--- config.mk ---
export PLATFORM = sky130hd
export DESIGN_NAME = fetch_stage
export DESIGN_NICKNAME = d
export VERILOG_FILES = /design/src/rtl/fetch_stage.sv
export SDC_FILE = /design/constraint.sdc
export NUM_CORES = 1
export LEC_CHECK = 0
export ABC_AREA = 1
export BUFFER_PORTS_ARGS = -buffer_cell sky130_fd_sc_hd__buf_4
export CAP_MARGIN = 20
export CORE_AREA = 2 2 105 107
export CTS_BUF_LIST = sky130_fd_sc_hd__clkbuf_4
export DETAILED_ROUTE_END_ITERATION = 6
export DIE_AREA = 0 0 107 109
export REMOVE_ABC_BUFFERS = 1
export SLEW_MARGIN = 20
export SYNTH_ARGS = -nofsm -noshare
export SYNTH_HDL_FRONTEND = slang
export SYNTH_SLANG_ARGS = --single-unit
--- constraint.sdc ---
create_clock -name clk -period 2 [get_ports clk]
set_clock_uncertainty 0.2 [all_clocks]
set_input_delay 0.4 -clock clk [delete_from_list [all_inputs] [get_ports clk]]
set_output_delay 0.4 -clock clk [all_outputs]
set_load 0.005 [all_outputs]
--- src/rtl/fetch_stage.sv ---
// Instruction fetch stage: PC register, imem request/accept handshake, one-entry
// holding buffer for downstream stalls, halt detection and redirect handling.
module fetch_stage (
  input  logic        clk,
  input  logic        rst,
  input  logic        en,
  input  logic        redirect,
  input  logic [15:0] redirect_pc,
  input  logic [15:0] imem_rdata,
  input  logic        imem_ready,
  output logic [15:0] imem_addr,
  output logic        imem_req,
  output logic [15:0] q_instr,
  output logic [15:0] q_PC_incr,
  output logic        q_valid,
  output logic        fetch_halted
);

  typedef enum logic [1:0] {
    FETCH  = 2'd0,
    HOLD   = 2'd1,
    HALTED = 2'd2
  } state_e;

  localparam logic [15:0] NOP_INSTR = 16'h0800;

  state_e      state_q, state_d;
  logic [15:0] pc_q, pc_d;
  logic [15:0] hbuf_instr_q, hbuf_instr_d;
  logic [15:0] hbuf_pci_q, hbuf_pci_d;
  logic [15:0] q_instr_q, q_instr_d;
  logic [15:0] q_pci_q, q_pci_d;
  logic        q_valid_q, q_valid_d;

  logic [15:0] pc_incr;
  logic        rdata_is_halt;
  logic        hbuf_is_halt;

  assign pc_incr       = pc_q + 16'd2;
  assign rdata_is_halt = (imem_rdata[15:11] == 5'b00000);
  assign hbuf_is_halt  = (hbuf_instr_q[15:11] == 5'b00000);

  // The address comes straight from the PC register so a redirect never
  // creates a combinational path into the instruction memory.
  assign imem_addr    = pc_q;
  assign imem_req     = (state_q == FETCH);
  assign fetch_halted = (state_q == HALTED);
  assign q_instr      = q_instr_q;
  assign q_PC_incr    = q_pci_q;
  assign q_valid      = q_valid_q;

  always_comb begin
    // NOTE: every signal gets a hold-value default first, so no path through
    // the case statement can leave one unassigned and infer a latch.
    state_d      = state_q;
    pc_d         = pc_q;
    hbuf_instr_d = hbuf_instr_q;
    hbuf_pci_d   = hbuf_pci_q;
    q_instr_d    = q_instr_q;
    q_pci_d      = q_pci_q;
    q_valid_d    = q_valid_q;

    if (redirect) begin
      state_d      = FETCH;
      pc_d         = redirect_pc;
      hbuf_instr_d = 16'h0000;
      hbuf_pci_d   = 16'h0000;
      q_instr_d    = NOP_INSTR;
      q_pci_d      = 16'h0000;
      q_valid_d    = 1'b0;
    end else begin
      unique case (state_q)
        FETCH: begin
          if (imem_ready) begin
            pc_d = pc_incr;
            if (en) begin
              q_instr_d = imem_rdata;
              q_pci_d   = pc_incr;
              q_valid_d = 1'b1;
              state_d   = rdata_is_halt ? HALTED : FETCH;
            end else begin
              hbuf_instr_d = imem_rdata;
              hbuf_pci_d   = pc_incr;
              state_d      = HOLD;
            end
          end else if (en) begin
            q_instr_d = NOP_INSTR;
            q_pci_d   = 16'h0000;
            q_valid_d = 1'b0;
          end
        end
        HOLD: begin
          if (en) begin
            q_instr_d = hbuf_instr_q;
            q_pci_d   = hbuf_pci_q;
            q_valid_d = 1'b1;
            state_d   = hbuf_is_halt ? HALTED : FETCH;
          end
        end
        HALTED: begin
          if (en) begin
            q_instr_d = NOP_INSTR;
            q_pci_d   = 16'h0000;
            q_valid_d = 1'b0;
          end
        end
        default: state_d = FETCH;
      endcase
    end
  end

  // NOTE: sequential state uses non-blocking assignments so every register
  // samples its _d value from before the edge, independent of statement order.
  always_ff @(posedge clk) begin
    if (rst) begin
      state_q      <= FETCH;
      pc_q         <= 16'h0000;
      hbuf_instr_q <= 16'h0000;
      hbuf_pci_q   <= 16'h0000;
      q_instr_q    <= NOP_INSTR;
      q_pci_q      <= 16'h0000;
      q_valid_q    <= 1'b0;
    end else begin
      state_q      <= state_d;
      pc_q         <= pc_d;
      hbuf_instr_q <= hbuf_instr_d;
      hbuf_pci_q   <= hbuf_pci_d;
      q_instr_q    <= q_instr_d;
      q_pci_q      <= q_pci_d;
      q_valid_q    <= q_valid_d;
    end
  end

endmodule

== Word level (Yosys, flattened, before mapping) ==
Index checks and enable logic that the tools add are counted.
Operators by class
  $add $sub $neg: 1
  multipliers: 0
  div/mod/pow operators: 0
  order comparisons: 0
  eq/ne operators: 5
  shifts and indexed selects: 0
  muxes and demuxes: 23
  bitwise gates (word level): 2
  reduce and logical (&&, ||, !) cells: 11
Operator list (number)
  $mux 16: 11
  $pmux 16 s3: 2
  $add 16x2->16 const B: 1
  $logic_not 5->1: 2
  $mux 2: 5
  $reduce_and 3->1: 3
  $pmux 2 s3: 1
  $ne 2x2->1 const B: 2
  $reduce_bool 2->1: 2
  $mux 1: 3
  $ne 3x3->1 const B: 1
  $pmux 1 s3: 1
  $reduce_bool 3->1: 1
  $eq 2x1->1 const B: 1
  $eq 2x2->1 const B: 1
  $logic_not 2->1: 1
  $not 1->1: 2
  $reduce_and 2->1: 1
  $reduce_or 2->1: 1
Word-level totals
  bits in registers: 83
  bits in latches: 0
  memory bits (writable): 0
  bits in read-only memories: 0
  bits of input ports: 37
  output and inout port bits: 51
  logic and storage cells: 49
  memories: 0

== Longest topological paths before layout ==
  word-level depth: 5
  gate-level depth with buffers: 12
  gate-level depth less buffers: 10

== Worst setup path after synthesis ==
OpenSTA, ideal clock, no wires.
  path type: reg-to-reg
  from: register state_q[0]
  to: register q_pci_q[9], in the netlist q_PC_incr[9]
  setup time: 0.109 ns
  arrival: 1.536 ns
  data required time: 1.691 ns
  slack: 0.156 ns
  cell stages (with the launch flop): 13
  path buffers: 2
  period minus slack after synthesis: 1.844 ns
  cells stage by stage: dfxtp_1 inv_1 ha_1 buf_6 nand2_2 inv_1 nor2_1 o21ai_2 buf_4 nand2_1 nand3_1 nand2_1 inv_1
Between the ends
  cells in the longest elaborated chain, start to end: 3
  elaborated cells between the ends (all ways): 8
  classes of those cells: 4 x eq/ne; 1 x mux; 3 x reduce/logical
RTL lines
  start, declared: line 27  | state_e state_q, state_d;
  start signal, assigned: line 124  | state_q <= state_d;
  $eq 2x1->1 (tied with other cells): line 72  | unique case (state_q)
  $ne 2x2->1 (no source line) (tied with other cells)
  $reduce_and 3->1 (no source line)
  end signal, assigned: line 129  | q_pci_q <= q_pci_d;
  end, declared: line 32  | logic [15:0] q_pci_q, q_pci_d;
Parallel ways exist; a longest one is shown, timed or not.
A chain may end at the register's enable or synchronous reset.

== Worst setup path after layout ==
  from: register state_q[0]
  to: output port fetch_halted
Between the ends
  cells in the longest elaborated chain, start to end: 1
RTL lines
  $eq 2x2->1: line 47  | assign fetch_halted = (state_q == HALTED);
  end, declared: line 16  | output logic fetch_halted
Every way passes these cells.

==> metrics.md <==
| Metric | Value |
|---|---|
| Average size of a mapped cell | 6.864 um^2 |
| Global-route usage over all layers | 0.1955 |
| Final worst-path cycle share | 0.9462 |
| Diode insertion count for antenna repair | 0 |
| Post-synthesis cell count | 597 |
| Post-Route Setup TNS | 0 ns |
| Top-level I/O count | 88 |
| Core region area | 0.01060 mm^2 |
| Pin count of the biggest net entering global routing | 39 |
| Total of endpoints with negative setup slack in the final report | 0 |
| Post-layout nets | 739 |
| Height of the die | 109 um |
| Number of vias after detailed routing | 4133 |
| GRT met3 Usage | 0.02690 |
| Synthesized cell area | 0.004098 mm^2 |
| Worst slew margin relative to its limit | 0.7421 |
| Clock buffer count from CTS | 9 |
| Power density normalized to cell area | 674.6 mW/mm^2 |
| Starting DRC count in detailed routing | 254 |
| Critical path endpoint category | output pin |
| Global-route wire length before repair | 18000 um |
| Category of the worst setup path launch point | flip-flop |
| Insertion delay of the later-clocked pin in the worst-skew pair | 0.44 ns |
| Overall power | 3.532 mW |
| Endpoint required time on the critical path | 1.40 ns |
| Number of storage elements in the synthesis netlist | 83 |
| Detailed-router iteration count before antenna repair | 4 |
| Number of filler instances in the final layout | 1072 |
| Clock-pin slew on the worst setup and hold paths | 0.16 ns |
| Least-Margin Pin Slew | 0.3859 ns |
| Share of final-layout standard cells stronger than drive strength 1 | 0.2208 |
| Area Overhead vs Synth | 27.79% |
| Largest buffer count on any clock path | 2 |
| Most Crowded Layer GR | met2 |
| Total clock sinks | 83 |
| Number of max-capacitance violations reported | 0 |
| Kind of critical path | flip-flop to output pin |
| Chain of cells forming the critical path | inv_2, ha_1, buf_4 |
| Detailed placer's ending HPWL | 8307 um |
| Final min period | 1.892 ns |
| Post-route antenna net violation count | 0 |
| Number of global-route vias before repair | 3690 |
| Post-synthesis cell type count | 33 |
| Run status | finished clean |
| Via density per instance | 4.909 |
| Standby leakage power | 2.338 nW |
| Sequential share of the synthesized area | 0.4055 |
| Gr ovfl total | 0 |
| H-tree levels | 3 |
| Crit path arrival time | 1.29 ns |
| Wire length per cell after detailed routing | 13.68 um |
| Fin. max-slew vios | 0 |
| Die outline width | 107 um |
| Delay of the slowest critical-path stage | 0.40 ns |
| Detailed Route WL | 11520 um |
| Number of buffer cells added on primary ports | 87 |
| Largest fanout on the critical path | 3 |
| Largest cells by area after synthesis | sky130_fd_sc_hd__dfxtp_1 (41%), sky130_fd_sc_hd__nand2_1 (13%), sky130_fd_sc_hd__a21oi_1 (9.5%) |
| Number of antenna violations at the first check in global routing | 0 |
| Root cell of the clock tree | sky130_fd_sc_hd__clkbuf_4 |
| Initial core utilization | 0.3865 |
| Hold Vio Cnt, Final | 0 |
| Core Rows | 38 |
| RePlAce Congestion | 0.8464 |
| Syn. warnings | 0 |
| Max frequency | 0.5284 GHz |
| Die area | 0.01166 mm^2 |
| CTS tree | yes |
| Area share of the leading cell type in the synthesized netlist | 0.4055 |
| M2 GR Usage | 0.3253 |
| Highest-delay cell along the critical path | sky130_fd_sc_hd__dfxtp_1 |
| Number of remaining DRC errors | 0 |
| Worst ir drop on vdd | 0.2819 mV |
| Dominant cell type by area after synthesis | sky130_fd_sc_hd__dfxtp_1 |
| GRT met1 Usage | 0.2622 |
| Path class of the lowest-slack min-delay path | input pin to flip-flop |
[Yosys cell counts]
master / count
sky130_fd_sc_hd__xnor2_1: 2
sky130_fd_sc_hd__ha_1: 5
sky130_fd_sc_hd__nand2_1: 144
sky130_fd_sc_hd__o21ai_2: 1
sky130_fd_sc_hd__a31oi_1: 5
sky130_fd_sc_hd__a21oi_2: 4
sky130_fd_sc_hd__buf_4: 4
sky130_fd_sc_hd__nand2_4: 1
sky130_fd_sc_hd__o21ai_0: 65
sky130_fd_sc_hd__inv_2: 5
sky130_fd_sc_hd__xor2_1: 1
sky130_fd_sc_hd__buf_6: 5
sky130_fd_sc_hd__o21ai_1: 11
sky130_fd_sc_hd__inv_4: 1
sky130_fd_sc_hd__a22oi_1: 1
sky130_fd_sc_hd__nor2_1: 31
sky130_fd_sc_hd__nand2_2: 4
sky130_fd_sc_hd__buf_1: 1
sky130_fd_sc_hd__nor4_1: 1
sky130_fd_sc_hd__clkbuf_2: 1
sky130_fd_sc_hd__a211oi_1: 2
sky130_fd_sc_hd__nor2_4: 5
sky130_fd_sc_hd__inv_1: 72
sky130_fd_sc_hd__o22ai_1: 5
sky130_fd_sc_hd__nand3_1: 25
sky130_fd_sc_hd__clkbuf_1: 7
sky130_fd_sc_hd__nand4_1: 6
sky130_fd_sc_hd__a21oi_1: 78
sky130_fd_sc_hd__o211ai_1: 2
sky130_fd_sc_hd__dfxtp_1: 83
sky130_fd_sc_hd__and2_1: 2
sky130_fd_sc_hd__nor3_1: 5
sky130_fd_sc_hd__buf_2: 12
[final timing paths]
path,slack (ns),startpoint,to,depth (start not counted)
worst max-delay path,0.11,state_q[0]$_SDFFE_PP0P_,fetch_halted,3
worst min-delay path,0.03,imem_rdata[5],hbuf_instr_q[5]$_SDFFE_PP0P_,3
worst max register to register,0.13,state_q[1]$_SDFFE_PP0P_,hbuf_pci_q[6]$_SDFFE_PP0P_,9
worst min register to register,0.27,q_instr[9]$_SDFFE_PP0P_,q_instr[9]$_SDFFE_PP0P_,2
[power by group]
part	total [mW]	leakage, nW	switching, mW	internal [mW]
sequential	1.78	0.677	0.0564	1.73
combinational	0.701	1.58	0.393	0.308
clock	1.05	0.0775	0.648	0.399
total	3.53	2.34	1.10	2.43
[layout make-up]
| class | instances | area, um^2 | share of cell area |
|---|---|---|---|
| Multi-Input combinational cell | 406 | 1979 | 0.3780 |
| Clock inverter | 7 | 81.33 | 0.01553 |
| Sequential cell | 83 | 1662 | 0.3173 |
| Tap cell | 140 | 175.2 | 0.03345 |
| Inverter | 78 | 295.3 | 0.05639 |
| Timing Repair Buffer | 119 | 975.9 | 0.1864 |
| Clock buffer | 9 | 67.56 | 0.01290 |
[what timing repair did]
action | CTS | global route
cloned | 0 | 1
resized for setup | 2 | 7
endpoints found under the hold margin | 5 | 1
hold buffers | 5 | 1
endpoints found under the setup margin | 9 | 33
setup buffers | 0 | 2
pin swaps | 0 | 1
[logic make-up after synthesis]
| logic type | after synthesis | share of synthesized area |
|---|---|---|
| flip-flops | 83 | 0.4055 |
| XOR/XNOR | 3 | 0.006413 |
| AND/OR/NAND/NOR | 224 | 0.2333 |
| AO/OA/AOI/OAI | 174 | 0.2232 |
| buffers and inverters | 108 | 0.1163 |
| adder cells (fa/ha/maj) | 5 | 0.01527 |
[per-layer routing]
layer  vias up  part of all wire
met5         -                 0
met4         0             0.013
met3        16             0.051
met2       129              0.47
met1      1836              0.46
li1       2152                 -
[registers in the layout, indices dropped and copies added, names as in the netlist, named ones only]
register,cells
q_instr,16
state_q,2
imem_addr,16
hbuf_pci_q,16
hbuf_instr_q,16
q_PC_incr,16
[stage by stage]
step | setup WS [ns] | cell area, um^2 | utilization | hold WS (ns) | cells
after global placement | 0.04396 | 4967 | 0.4685 | 0.2484 | 817
after CTS | 0.04209 | 5171 | 0.4877 | 0.003327 | 838
final | 0.1076 | 5236 | 0.4939 | 0.02637 | 842
after global routing | -0.01470 | 5236 | 0.4939 | 0.007980 | 842
after floorplan | -0.4412 | 3916 | - | 0.2454 | 567
after detailed placement | -0.04727 | 4967 | 0.4685 | 0.2527 | 817
[worst max-delay path: cells and delay by family, from the launching register on]
kind,cells,cell delay (ns)
buf+inv,2,0.23
flops,1,0.40
fa+ha+maj,1,0.24
[placed cells by master, fill, tap and decap left out, types with 2 or more instances in the layout]
master                          count
sky130_fd_sc_hd__and2_1             2
sky130_fd_sc_hd__clkinv_4           2
sky130_fd_sc_hd__buf_4            108
sky130_fd_sc_hd__xnor2_1            2
sky130_fd_sc_hd__nand2_1          144
sky130_fd_sc_hd__nor2_4             5
sky130_fd_sc_hd__inv_6              3
sky130_fd_sc_hd__buf_12             4
sky130_fd_sc_hd__dlygate4sd3_1      6
sky130_fd_sc_hd__nand2_2            4
sky130_fd_sc_hd__nor2_2             3
sky130_fd_sc_hd__inv_1             71
sky130_fd_sc_hd__o211ai_1           2
sky130_fd_sc_hd__o21ai_1           14
sky130_fd_sc_hd__clkbuf_4           9
sky130_fd_sc_hd__nand4_1            6
sky130_fd_sc_hd__ha_1               4
sky130_fd_sc_hd__nor3_1             5
sky130_fd_sc_hd__o21ai_0           62
sky130_fd_sc_hd__nand3_1           25
sky130_fd_sc_hd__a211oi_1           2
sky130_fd_sc_hd__nor2_1            28
sky130_fd_sc_hd__o22ai_1            5
sky130_fd_sc_hd__a21oi_2            4
sky130_fd_sc_hd__a31oi_1            5
sky130_fd_sc_hd__a21oi_1           78
sky130_fd_sc_hd__inv_2              6
sky130_fd_sc_hd__dfxtp_1           83
Power figures use the tool's default switching activity.
